==> config.mk <==
export PLATFORM = sky130hd
export DESIGN_NAME = bchecc_fix
export DESIGN_NICKNAME = d
export VERILOG_FILES = /design/src/rtl/bchecc_fix.sv
export SDC_FILE = /design/constraint.sdc
export NUM_CORES = 1
export LEC_CHECK = 0
export ABC_CLOCK_PERIOD_IN_PS = 2850
export BUFFER_PORTS_ARGS = -buffer_cell sky130_fd_sc_hd__buf_2
export CORE_MARGIN = 5
export CORE_UTILIZATION = 50
export CTS_CLUSTER_DIAMETER = 60
export DETAILED_ROUTE_END_ITERATION = 12
export PLACE_DENSITY_LB_ADDON = 0.2
export SETUP_SLACK_MARGIN = 0.5
export SYNTH_ARGS = -nofsm -noshare
export SYNTH_HDL_FRONTEND = slang
export SYNTH_SLANG_ARGS = --single-unit
==> constraint.sdc <==
create_clock -name clk -period 2.85 [get_ports clk]
set_input_delay 0.1425 -clock clk [delete_from_list [all_inputs] [get_ports clk]]
set_output_delay 0.1425 -clock clk [all_outputs]
set_load 0.02 [all_outputs]
==> src/rtl/bchecc_fix.sv <==
// BCH correction write-back: queues (address, flip-mask) reports and applies each
// as a read-modify-write on the byte-wide page buffer, then signals page completion.
module bchecc_fix #(
    parameter int unsigned ADDR_W = 13,
    parameter int unsigned DEPTH  = 4,
    parameter int unsigned CNT_W  = 5
) (
    input  logic              clk,
    input  logic              rst_n,
    input  logic              clr_i,
    input  logic              err_vld_i,
    input  logic [ADDR_W-1:0] err_addr_i,
    input  logic [7:0]        err_mask_i,
    input  logic              dec_done_i,
    output logic              err_rdy_o,
    output logic              buf_req_o,
    input  logic              buf_gnt_i,
    output logic              buf_we_o,
    output logic [ADDR_W-1:0] buf_addr_o,
    output logic [7:0]        buf_wdata_o,
    input  logic [7:0]        buf_rdata_i,
    output logic              fix_busy_o,
    output logic              fix_done_o,
    output logic [CNT_W-1:0]  fix_cnt_o,
    output logic              ovf_o
);

    localparam int unsigned PTR_W = (DEPTH > 1) ? $clog2(DEPTH) : 1;
    localparam int unsigned CW    = PTR_W + 1;
    localparam logic [CW-1:0] FULL_CNT = CW'(DEPTH);
    localparam logic [CW-1:0] ONE_CNT  = CW'(1);

    typedef enum logic [1:0] {StIdle, StRd, StRdw, StWr} state_t;

    state_t            r_state;
    state_t            w_state_nxt;
    logic [ADDR_W-1:0] r_addr_mem [DEPTH];
    logic [7:0]        r_mask_mem [DEPTH];
    logic [PTR_W-1:0]  r_wp;
    logic [PTR_W-1:0]  r_rp;
    logic [CW-1:0]     r_count;
    logic [7:0]        r_wdata;
    logic [CNT_W-1:0]  r_cnt;
    logic              r_ovf;
    logic              r_done;

    logic              w_clear;
    logic              w_push;
    logic              w_pop;
    logic [ADDR_W-1:0] w_head_addr;
    logic [7:0]        w_head_mask;

    assign w_clear     = !rst_n || clr_i;
    assign err_rdy_o   = (r_count != FULL_CNT);
    // Zero-mask reports carry no correction and are silently discarded.
    assign w_push      = err_vld_i && err_rdy_o && (err_mask_i != 8'h00);
    assign w_pop       = (r_state == StWr) && buf_gnt_i;
    assign w_head_addr = r_addr_mem[r_rp];
    assign w_head_mask = r_mask_mem[r_rp];

    always_ff @(posedge clk) begin
        if (w_push && !w_clear) begin
            r_addr_mem[r_wp] <= err_addr_i;
            r_mask_mem[r_wp] <= err_mask_i;
        end
    end

    // A report pushed while idle starts its read on the very next cycle.
    always_comb begin
        w_state_nxt = r_state;
        case (r_state)
            StIdle: if ((r_count != '0) || w_push) w_state_nxt = StRd;
            StRd:   if (buf_gnt_i) w_state_nxt = StRdw;
            StRdw:  w_state_nxt = StWr;
            StWr:   if (buf_gnt_i) w_state_nxt = (r_count > ONE_CNT) ? StRd : StIdle;
            default: w_state_nxt = StIdle;
        endcase
    end

    always_ff @(posedge clk) begin
        if (w_clear) begin
            r_state <= StIdle;
            r_wp    <= '0;
            r_rp    <= '0;
            r_count <= '0;
            r_wdata <= '0;
            r_cnt   <= '0;
            r_ovf   <= 1'b0;
            r_done  <= 1'b0;
        end else begin
            r_state <= w_state_nxt;
            if (w_push) r_wp <= r_wp + 1'b1;
            if (w_pop)  r_rp <= r_rp + 1'b1;
            case ({w_push, w_pop})
                2'b10:   r_count <= r_count + ONE_CNT;
                2'b01:   r_count <= r_count - ONE_CNT;
                default: r_count <= r_count;
            endcase
            if (r_state == StRdw) r_wdata <= buf_rdata_i ^ w_head_mask;
            if (w_pop && (r_cnt != '1)) r_cnt <= r_cnt + 1'b1;
            if (err_vld_i && !err_rdy_o) r_ovf <= 1'b1;
            r_done <= dec_done_i || (r_done && !fix_done_o);
        end
    end

    // Address and data are forced to zero whenever no access is requested.
    assign buf_req_o   = (r_state == StRd) || (r_state == StWr);
    assign buf_we_o    = (r_state == StWr);
    assign buf_addr_o  = buf_req_o ? w_head_addr : '0;
    assign buf_wdata_o = buf_we_o ? r_wdata : 8'h00;
    assign fix_busy_o  = (r_count != '0) || (r_state != StIdle);
    assign fix_done_o  = r_done && (r_count == '0) && (r_state == StIdle);
    assign fix_cnt_o   = r_cnt;
    assign ovf_o       = r_ovf;

endmodule
# Word-level counts from Yosys, hierarchy flattened
# Memories as Yosys holds them, arrays and structs flattened. A register that Yosys moved wholly into a read port is not among the register bits.
# Cells that the tools add are included.
[totals] reg_bits=24 latchBits=0 mem_bits_rw=84 rom_bits=0 elab_cells=66 mem_count=2
[mem_list] memory="r_addr_mem" words=4 width=13 read_ports=1 rd_ports_with_merged_regs=1 wr=1 line="37" source="logic [ADDR_W-1:0] r_addr_mem [DEPTH];"
[mem_list] memory="r_mask_mem" words=4 width=8 read_ports=1 rd_ports_with_merged_regs=1 wr=1 line="38" source="logic [7:0] r_mask_mem [DEPTH];"
[op_classes] addsub=5 multipliers=0 div=0 magnitude_cmp=1 n_eq_ne=10 shift=0 mux=14 n_bitwise=1 reduce_logical=25
[op_table] operator="2-bit two-way mux" count=7
[op_table] operator="13-bit two-way mux" count=1
[op_table] operator="1-bit logical AND" count=9
[op_table] operator="8-bit two-way mux" count=1
[op_table] operator="2-bit one-hot mux with 4 select lines" count=1
[op_table] operator="8-bit nonzero test" count=1
[op_table] operator="8-bit XOR" count=1
[op_table] operator="2-bit equality test, second input constant" count=3
[op_table] operator="2-bit != test, second input constant" count=3
[op_table] operator="3-bit one-hot mux with 2 select lines" count=1
[op_table] operator="5-bit by 1-bit adder with 5-bit output, second input constant" count=1
[op_table] operator="1-bit logical OR" count=5
[op_table] operator="5-bit != test, second input constant" count=1
[op_table] operator="2-bit by 1-bit adder with 2-bit output, second input constant" count=2
[op_table] operator="2-bit by 1-bit equality test with 1-bit output, second input constant" count=2
[op_table] operator="1-bit zero test" count=4
[op_table] operator="2-bit nonzero test" count=2
[op_table] operator="3-bit by 1-bit adder with 3-bit output, second input constant" count=1
[op_table] operator="3-bit by 1-bit greater-than comparator with 1-bit output, second input constant" count=1
[op_table] operator="3-bit zero test" count=1
[op_table] operator="1-bit two-way mux" count=3
[op_table] operator="3-bit != test, second input constant" count=1
[op_table] operator="3-bit AND reduction" count=1
[op_table] operator="3-bit nonzero test" count=1
[op_table] operator="2 further kinds" count=2

# Logic depth before layout (Yosys ltp)
# Gate-level depths: netlist of run 1.
[logic_depth] word_depth=6 mapped_depth=8 ltp_nobuf=8

# Least setup slack after synthesis of run 1
# OpenSTA, ideal clock, no wires.
[synth_path] path_kind="register to register" start="register r_count[0]" end="register r_count[2]" setup_time_ns=0.070 arrival_time_ns=2.022 t_required_ns=2.780 path_slack_ns=0.758 stages_incl_launch_ff=8 path_buffers=0 period_less_slack_ns=2.092 cell_sequence="dfxtp_1 inv_1 ha_1 a221oi_4 inv_1 ha_1 or3_1 a21oi_1"
[synth_between] elab_chain_cells=5 word_cells_on_any_way=9
[synth_lines] item="start: declaration" line="41" source="logic [CW-1:0] r_count;"
[synth_lines] item="start signal: assignment" line="95" source="2'b10: r_count <= r_count + ONE_CNT;"
[synth_lines] item="start signal: assignment" line="96" source="2'b01: r_count <= r_count - ONE_CNT;"
[synth_lines] item="start signal: assignment" line="97" source="default: r_count <= r_count;"
[synth_lines] item="3-bit != test" line="54" source="assign err_rdy_o = (r_count != FULL_CNT);"
[synth_lines] item="1-bit logical AND (2 in a row)" line="56" source="assign w_push = err_vld_i && err_rdy_o && (err_mask_i != 8'h00);"
[synth_lines] item="2-bit by 1-bit equality test with 1-bit output or 2-bit equality test (tied branches)" line="94" source="case ({w_push, w_pop})"
[synth_lines] item="3-bit one-hot mux with 2 select lines or 2-bit nonzero test (tied branches)"
# Several ways; a longest one is shown, not always the timed one.
# A chain may end at the register's enable or synchronous reset.

# Worst setup path in the final report of run 1
# Same ends and word-level chain as after synthesis.

==> impl_metrics.ini, run 1 <==
[status]
outcome = complete, no violations

[floorplanning]
fp.coreArea_sq_um = 8810
dieArea_sq_um = 11100
fp.dieW_microns = 105
die_h_microns = 105
ios = 67
initial_core_util_pct = 51.7
row_count = 34

[logic_synthesis]
synth.distinct_cells = 35
synth_area_leaders = edfxtp_1 (55%), dfxtp_1 (11%), mux4_2 (10%)
syn_inst = 275
synth_top_area_share_pct = 55.4
synth_edf_count = 84
syn_area_sq_um = 4550
synth_common_cells = edfxtp_1 (84), dfxtp_1 (26), mux4_2 (21)
yosysMostFrequentCell = edfxtp_1
ys_seq_area_share_pct = 66.8
ys.flop_type = edfxtp_1
yosys_warnings = 0
avgSynthCellArea_sq_um = 16.6
ys_ff_latch = 110
yosysTopAreaCell = edfxtp_1
synth.net_count = 326
async_reset_ff_share_pct = 0

[min_path]
holdPathEnd = r_addr_mem[0][6]$_DFFE_PP_
whs_path_depth = 1
hold_path_startpoint = err_addr_i[6]
hp-class = primary input to flop

[detailed_routing]
drt_pre_antenna_iters = 4
viasPerCell = 5.28
post_drt_wl_per_cell_microns = 16.9
ant_nets = 0
dr.first_iter.drc_count = 84
wl_microns = 7940
drc = 0
num_vias = 2478

[setup_path]
worst-path-buf-inv = 2
startpoint = r_count[0]$_SDFFE_PP0P_
crit_chain = inv_1 > ha_1 > a221oi_4 > inv_1 > ha_1 > or3_1 > a21oi_1
start_kind = flop
cp_top_family = adder cells
path_class = flop to flop
crit_fanout = 7
reg2reg_slack_ns = 0.66
rr_startpoint = r_count[0]$_SDFFE_PP0P_
cp.required_ns = 3.14
worstSetupEndpointType = flop
r2r_end = r_count[2]$_SDFFE_PP0P_
rr_worst_depth = 7
slowest_stage = dfxtp_1
slowest_delay_ns = 0.42
worstPathArrival_ns = 2.48

[global_route]
grt_antenna_before_repair = 0
grt_pass1_wl_microns = 13100
grt_max_degree = 22
grt_overflow = 0
grt_pass1_vias = 2617
grt_use_total_pct = 15.2

[power]
vdd_ir_drop_max_mv = 0.263
power_density_nw_per_um2 = 540
finalPower_mw = 2.86
power_leakage_nw = 1.93

[clocking]
cts_sinks = 110
clockBufferDepth = 2
numCtsBuffers = 9
cts_tree = yes
cts-htree-levels = 3
clkLatencyLatePin_ns = 0.36
clk_pin_slew_ns = 0.10
clockRootBuffer = clkbuf_8

[sta]
drv_slew = 0
fmax_mhz = 456
fin_crit_sh_pct = 76.9
tightest_slew_ns = 0.552
slew_headroom_pct = 63.2
rsz0062_at_grt = false
fin_tns_setup_ns = 0
final.setup_skew_ns = 0.0169
hold_viol = 0
period_minus_slack_ns = 2.19
setup_violations = 0

[finish]
fillCellCount = 704
nNetsFinal = 407
diodes = 0
drive_gt1_share_pct = 32.4
area_growth_pct = 16.4

[placement]
io_buffers = 66
dp_hpwl_microns = 5240
gp_congestion = 0.781

[run]
cap_violations = 0
[flip-flops by register name, summed over array words and instances (netlist names), named ones only]
| register | cells |
|---|---|
| r_mask_mem | 32 |
| r_wp | 2 |
| r_count | 3 |
| r_state | 2 |
| ovf_o | 1 |
| r_done | 1 |
| r_wdata | 8 |
| fix_cnt_o | 5 |
| r_rp | 2 |
| r_addr_mem | 52 |
[per-stage QoR]
step / hold WS, ns / cells / utilization [%] / setup slack [ns] / cell area (sq um)
floorplan: 0.241 / 275 / - / 0.758 / 4550
finish: 0.0163 / 469 / 60.1 / 0.657 / 5300
global placement: 0.346 / 441 / 56.5 / 0.602 / 4980
CTS: 0.000193 / 467 / 59.9 / 0.528 / 5280
detailed placement: 0.363 / 441 / 56.5 / 0.561 / 4980
global route: 0.000343 / 469 / 60.1 / 0.508 / 5300
[area by class of cell]
type | count | area (sq um) | area share (%)
Clock buffer | 9 | 124 | 2.34
Clock inverter | 7 | 71.3 | 1.35
Inverter | 9 | 33.8 | 0.638
Multi-Input combinational cell | 145 | 1420 | 26.8
Sequential cell | 110 | 3040 | 57.5
Tap cell | 108 | 135 | 2.55
Timing Repair Buffer | 81 | 468 | 8.84
[worst reg2reg max path: stages, from the launching register on]
cell	delay, ns
dfxtp_1	0.42
inv_1	0.09
ha_1	0.28
a221oi_4	0.38
inv_1	0.09
ha_1	0.37
or3_1	0.36
a21oi_1	0.15
[logic make-up after synthesis]
kind of cell             after synthesis  synth area share, %
flip-flops                           110                 66.8
buffers and inverters                 20                 2.09
adder cells (fa/ha/maj)               16                 4.40
AND/OR/NAND/NOR                       57                 7.70
AO/OA/AOI/OAI                         31                 4.62
multiplexers                          25                 11.3
XOR/XNOR                              16                 3.08
[per-layer routing]
layer  track usage (%)  vias up  routed length (microns)
met4              5.25        0                       91
li1                  -     1196                        -
met2              26.0       55                     3990
met1              19.7     1215                     3540
met5                 0        -                        0
met3              2.63       12                      322
[report_power, final]
group | internal, mW | switching, mW | total (mW)
clock network | 0.409 | 0.514 | 0.923
logic | 0.0798 | 0.108 | 0.188
registers | 1.74 | 0.00816 | 1.75
total | 2.23 | 0.631 | 2.86
[worst max path at each step]
stage               slack [ns]                    endpoint  depth (start not counted)
floorplan                 0.76     r_count[2]$_SDFFE_PP0P_                          7
global placement          0.60  r_addr_mem[1][7]$_DFFE_PP_                          4
detailed placement        0.56     r_count[2]$_SDFFE_PP0P_                          7
CTS                       0.53     r_count[2]$_SDFFE_PP0P_                          7
global route              0.51     r_count[2]$_SDFFE_PP0P_                          7
finish                    0.66     r_count[2]$_SDFFE_PP0P_                          7
[cells in the final DEF (no fill, tap or decap), types with 4 or more instances in the layout]
cell type / n
a21oi_1: 11
and2_1: 9
and3_2: 4
buf_2: 66
buf_4: 5
clkbuf_8: 9
dfxtp_1: 26
dlygate4sd3_1: 10
edfxtp_1: 84
ha_1: 16
inv_1: 9
mux2i_1: 4
mux4_2: 21
nor2_1: 15
nor2b_1: 15
o21ai_0: 9
xnor2_1: 11
xor2_1: 5
[what timing repair did]
| item | in CTS | in global routing |
|---|---|---|
| endpoints found under the hold margin | 34 | 0 |
| hold buffers | 10 | 0 |
| buffers inserted | 0 | 2 |
| gates resized for setup | 1 | 1 |
| pin swaps | 0 | 1 |
| setup endpoints to repair | 14 | 90 |
Note: power is estimated with default switching activity, not from simulation.
==> run 2, diff against run 1 <==
--- a/config.mk
+++ b/config.mk
@@ -5,7 +5,8 @@
 export SDC_FILE = /design/constraint.sdc
 export NUM_CORES = 1
 export LEC_CHECK = 0
-export ABC_CLOCK_PERIOD_IN_PS = 2850
+export ABC_AREA = 1
+export ABC_CLOCK_PERIOD_IN_PS = 1900
 export BUFFER_PORTS_ARGS = -buffer_cell sky130_fd_sc_hd__buf_2
 export CORE_MARGIN = 5
 export CORE_UTILIZATION = 50
==> constraint.sdc (replaced) <==
create_clock -name clk -period 1.9 [get_ports clk]
set_input_delay 0.095 -clock clk [delete_from_list [all_inputs] [get_ports clk]]
set_output_delay 0.095 -clock clk [all_outputs]
set_load 0.02 [all_outputs]
==> run 2 against run 1 <==
Synthesized cell count increased by 63%; synthesized area increased by 4.0%; first-iteration DRC count increased to 2.6 times the previous value; clock power increased by 82%; clock-buffer cell count unchanged; combinational power increased by 140%; routed wire length increased by 51%; non-clock buffer count increased by 58; die area increased by 3.6%; fmax increased by 27%; via count increased by 49%; largest cell class unchanged; highest routed layer unchanged.
==> impl_metrics.ini, run 2 <==
[setup_path]
cp.required_ns = 1.98
cp_top_family = simple AND/OR/NAND/NOR gates
startpoint = r_count[0]$_SDFFE_PP0P_
slowest_stage = dfxtp_2
cp_num_cells = 8
worst-path-buf-inv = 2
worstSetupEndpointType = flop
crit_chain = inv_4 > ha_4 > nand2_4 > and2_4 > o21ai_4 > or2_4 > nor2_4 > buf_12
path_class = flop to flop
endpoint = r_mask_mem[2][1]$_DFFE_PP_
start_kind = flop
r2r_end = r_mask_mem[2][1]$_DFFE_PP_
crit_fanout = 15
rr_worst_depth = 8
worstPathArrival_ns = 1.80
slowest_delay_ns = 0.37
reg2reg_slack_ns = 0.18
rr_startpoint = r_count[0]$_SDFFE_PP0P_

[floorplanning]
die_h_microns = 107
row_count = 35
initial_core_util_pct = 51.2
fp.dieW_microns = 107
dieArea_sq_um = 11500
ios = 67
fp.coreArea_sq_um = 9240

[sta]
drv_slew = 0
setup_ws_ns = 0.179
fmax_mhz = 581
period_minus_slack_ns = 1.72
final.setup_skew_ns = 0.0122
hold_slack_ns = 0.0527
setup_violations = 0
fin_crit_sh_pct = 90.6
tightest_slew_ns = 0.316
hold_viol = 0
fin_tns_setup_ns = 0
slew_headroom_pct = 78.7
rsz0062_at_grt = true

[finish]
instances_no_fill = 718
multiInputGateArea_sq_um = 1830
drive_gt1_share_pct = 38.5
layout_common_cells = edfxtp_1 (84), nor2_1 (78), buf_2 (44), nand2_1 (43), buf_4 (39)
area_growth_pct = 41.3
regArea_sq_um = 3060
final_common_cell = edfxtp_1
nNetsFinal = 635
diodes = 0
max_flop_register = r_addr_mem
largest_register_ffs = 52
reg_top3 = r_addr_mem (52), r_mask_mem (32), r_wdata (8)
fillCellCount = 629
final_area_sq_um = 6690
postLayoutCoreUtil_pct = 72.4

[global_route]
grt_antenna_before_repair = 0
grt_use_total_pct = 20.3
grt_overflow = 0
grt_max_degree = 43
grt_pass1_vias = 3664
grt_pass1_wl_microns = 18100

[logic_synthesis]
yosysTopAreaCell = edfxtp_1
yosysMostFrequentCell = nor2_1
async_reset_ff_share_pct = 0
syn_area_sq_um = 4730
synth_area_leaders = edfxtp_1 (53%), dfxtp_1 (11%), nor2_1 (7.1%)
synth.net_count = 500
synth.distinct_cells = 28
syn_inst = 449
yosys_warnings = 0
ys_ff_latch = 110
avgSynthCellArea_sq_um = 10.5
synth_edf_count = 84
synth_top_area_share_pct = 53.3
synth_common_cells = nor2_1 (90), edfxtp_1 (84), nand2_1 (59)
ys.flop_type = edfxtp_1
ys_seq_area_share_pct = 64.3

[status]
outcome = complete, no violations

[detailed_routing]
post_drt_wl_per_cell_microns = 16.7
viasPerCell = 5.13
ant_nets = 0
num_vias = 3683
dr.first_iter.drc_count = 218
drc = 0
wl_microns = 12000
drt_pre_antenna_iters = 5

[placement]
io_buffers = 66
placed_cell_area_sq_um = 5310
dp_cells = 641
place_ws_ns = 0.0853
gp_congestion = 0.788
dp_hpwl_microns = 6670

[clocking]
cts-htree-levels = 3
numCtsBuffers = 9
clockRootBuffer = clkbuf_8
cts_sinks = 110
cts_tree = yes
clk_pin_slew_ns = 0.10
clockBufferDepth = 2
clkLatencyLatePin_ns = 0.37

[min_path]
whs_path_depth = 4
hp-class = primary input to flop

[power]
vdd_ir_drop_max_mv = 0.396
finalPower_mw = 4.77
power_leakage_nw = 2.74
power_density_nw_per_um2 = 713

[run]
cap_violations = 0
-- run 2: cell count changes after synthesis, sizes merged, moves of 8 or more --
cell	delta
nor2b	-15
a21oi	+15
inv	+34
mux4	-21
nand3	+22
o21ai	+37
nand2	+58
nor2	+76
and2	-8
buf	+9
-- run 2: cells by family after synthesis --
family	Yosys count	synth area share (%)
adders and majority gates	16	4.23
DFF	110	64.3
xor gates and xnor gates	10	1.85
buffers and inverters	60	6.13
and+or+nand+nor	179	15.4
AOI/OAI and AO/OA	74	8.14
-- run 2: tightest hold or removal path: stages --
cell	delay, ns
buf_2	0.09
xnor2_1	0.10
o21ai_1	0.06
inv_1	0.05
-- run 2: worst min-delay path by stage --
stage,from,slack [ns],endpoint
global placement,dec_done_i,0.31,r_done$_SDFF_PP0_
finish,buf_rdata_i[1],0.05,r_wdata[1]$_SDFFE_PP0N_
global route,buf_rdata_i[4],0.07,r_wdata[4]$_SDFFE_PP0N_
floorplan,err_addr_i[0],0.19,r_addr_mem[0][0]$_DFFE_PP_
CTS,buf_rdata_i[2],0.02,r_wdata[2]$_SDFFE_PP0N_
detailed placement,dec_done_i,0.31,r_done$_SDFF_PP0_
-- run 2: report_power, final --
| part | total [mW] | internal [mW] | leakage (nW) | switching [mW] |
|---|---|---|---|---|
| Sequential | 2.62 | 2.61 | 0.975 | 0.0158 |
| Combinational | 0.460 | 0.223 | 1.64 | 0.238 |
| Clock | 1.68 | 0.880 | 0.120 | 0.802 |
| Total | 4.77 | 3.71 | 2.74 | 1.06 |
-- run 2: layout make-up --
type / instances / share of cell area (%)
Inverter: 43 / 2.83
Multi-Input combinational cell: 279 / 27.3
Timing Repair inverter: 2 / 0.225
Clock buffer: 9 / 1.85
Sequential cell: 110 / 45.8
Clock inverter: 7 / 1.80
Tap cell: 129 / 2.41
Timing Repair Buffer: 139 / 17.8
-- run 2: what timing repair did --
item | in CTS | in global routing
setup buffers | 20 | 12
hold buffers | 24 | 0
pin swaps | 12 | 54
endpoints found under the hold margin | 85 | 0
gates resized for setup | 63 | 116
cloned | 3 | 2
setup endpoints to repair | 123 | 131
-- run 2: per-layer routing --
layer	vias to the layer above	track usage, %	share of wire (%)
met5	-	0	0
li1	1759	-	-
met3	23	2.94	4.6
met4	0	9.04	2.0
met1	1778	25.6	41
met2	123	34.9	53
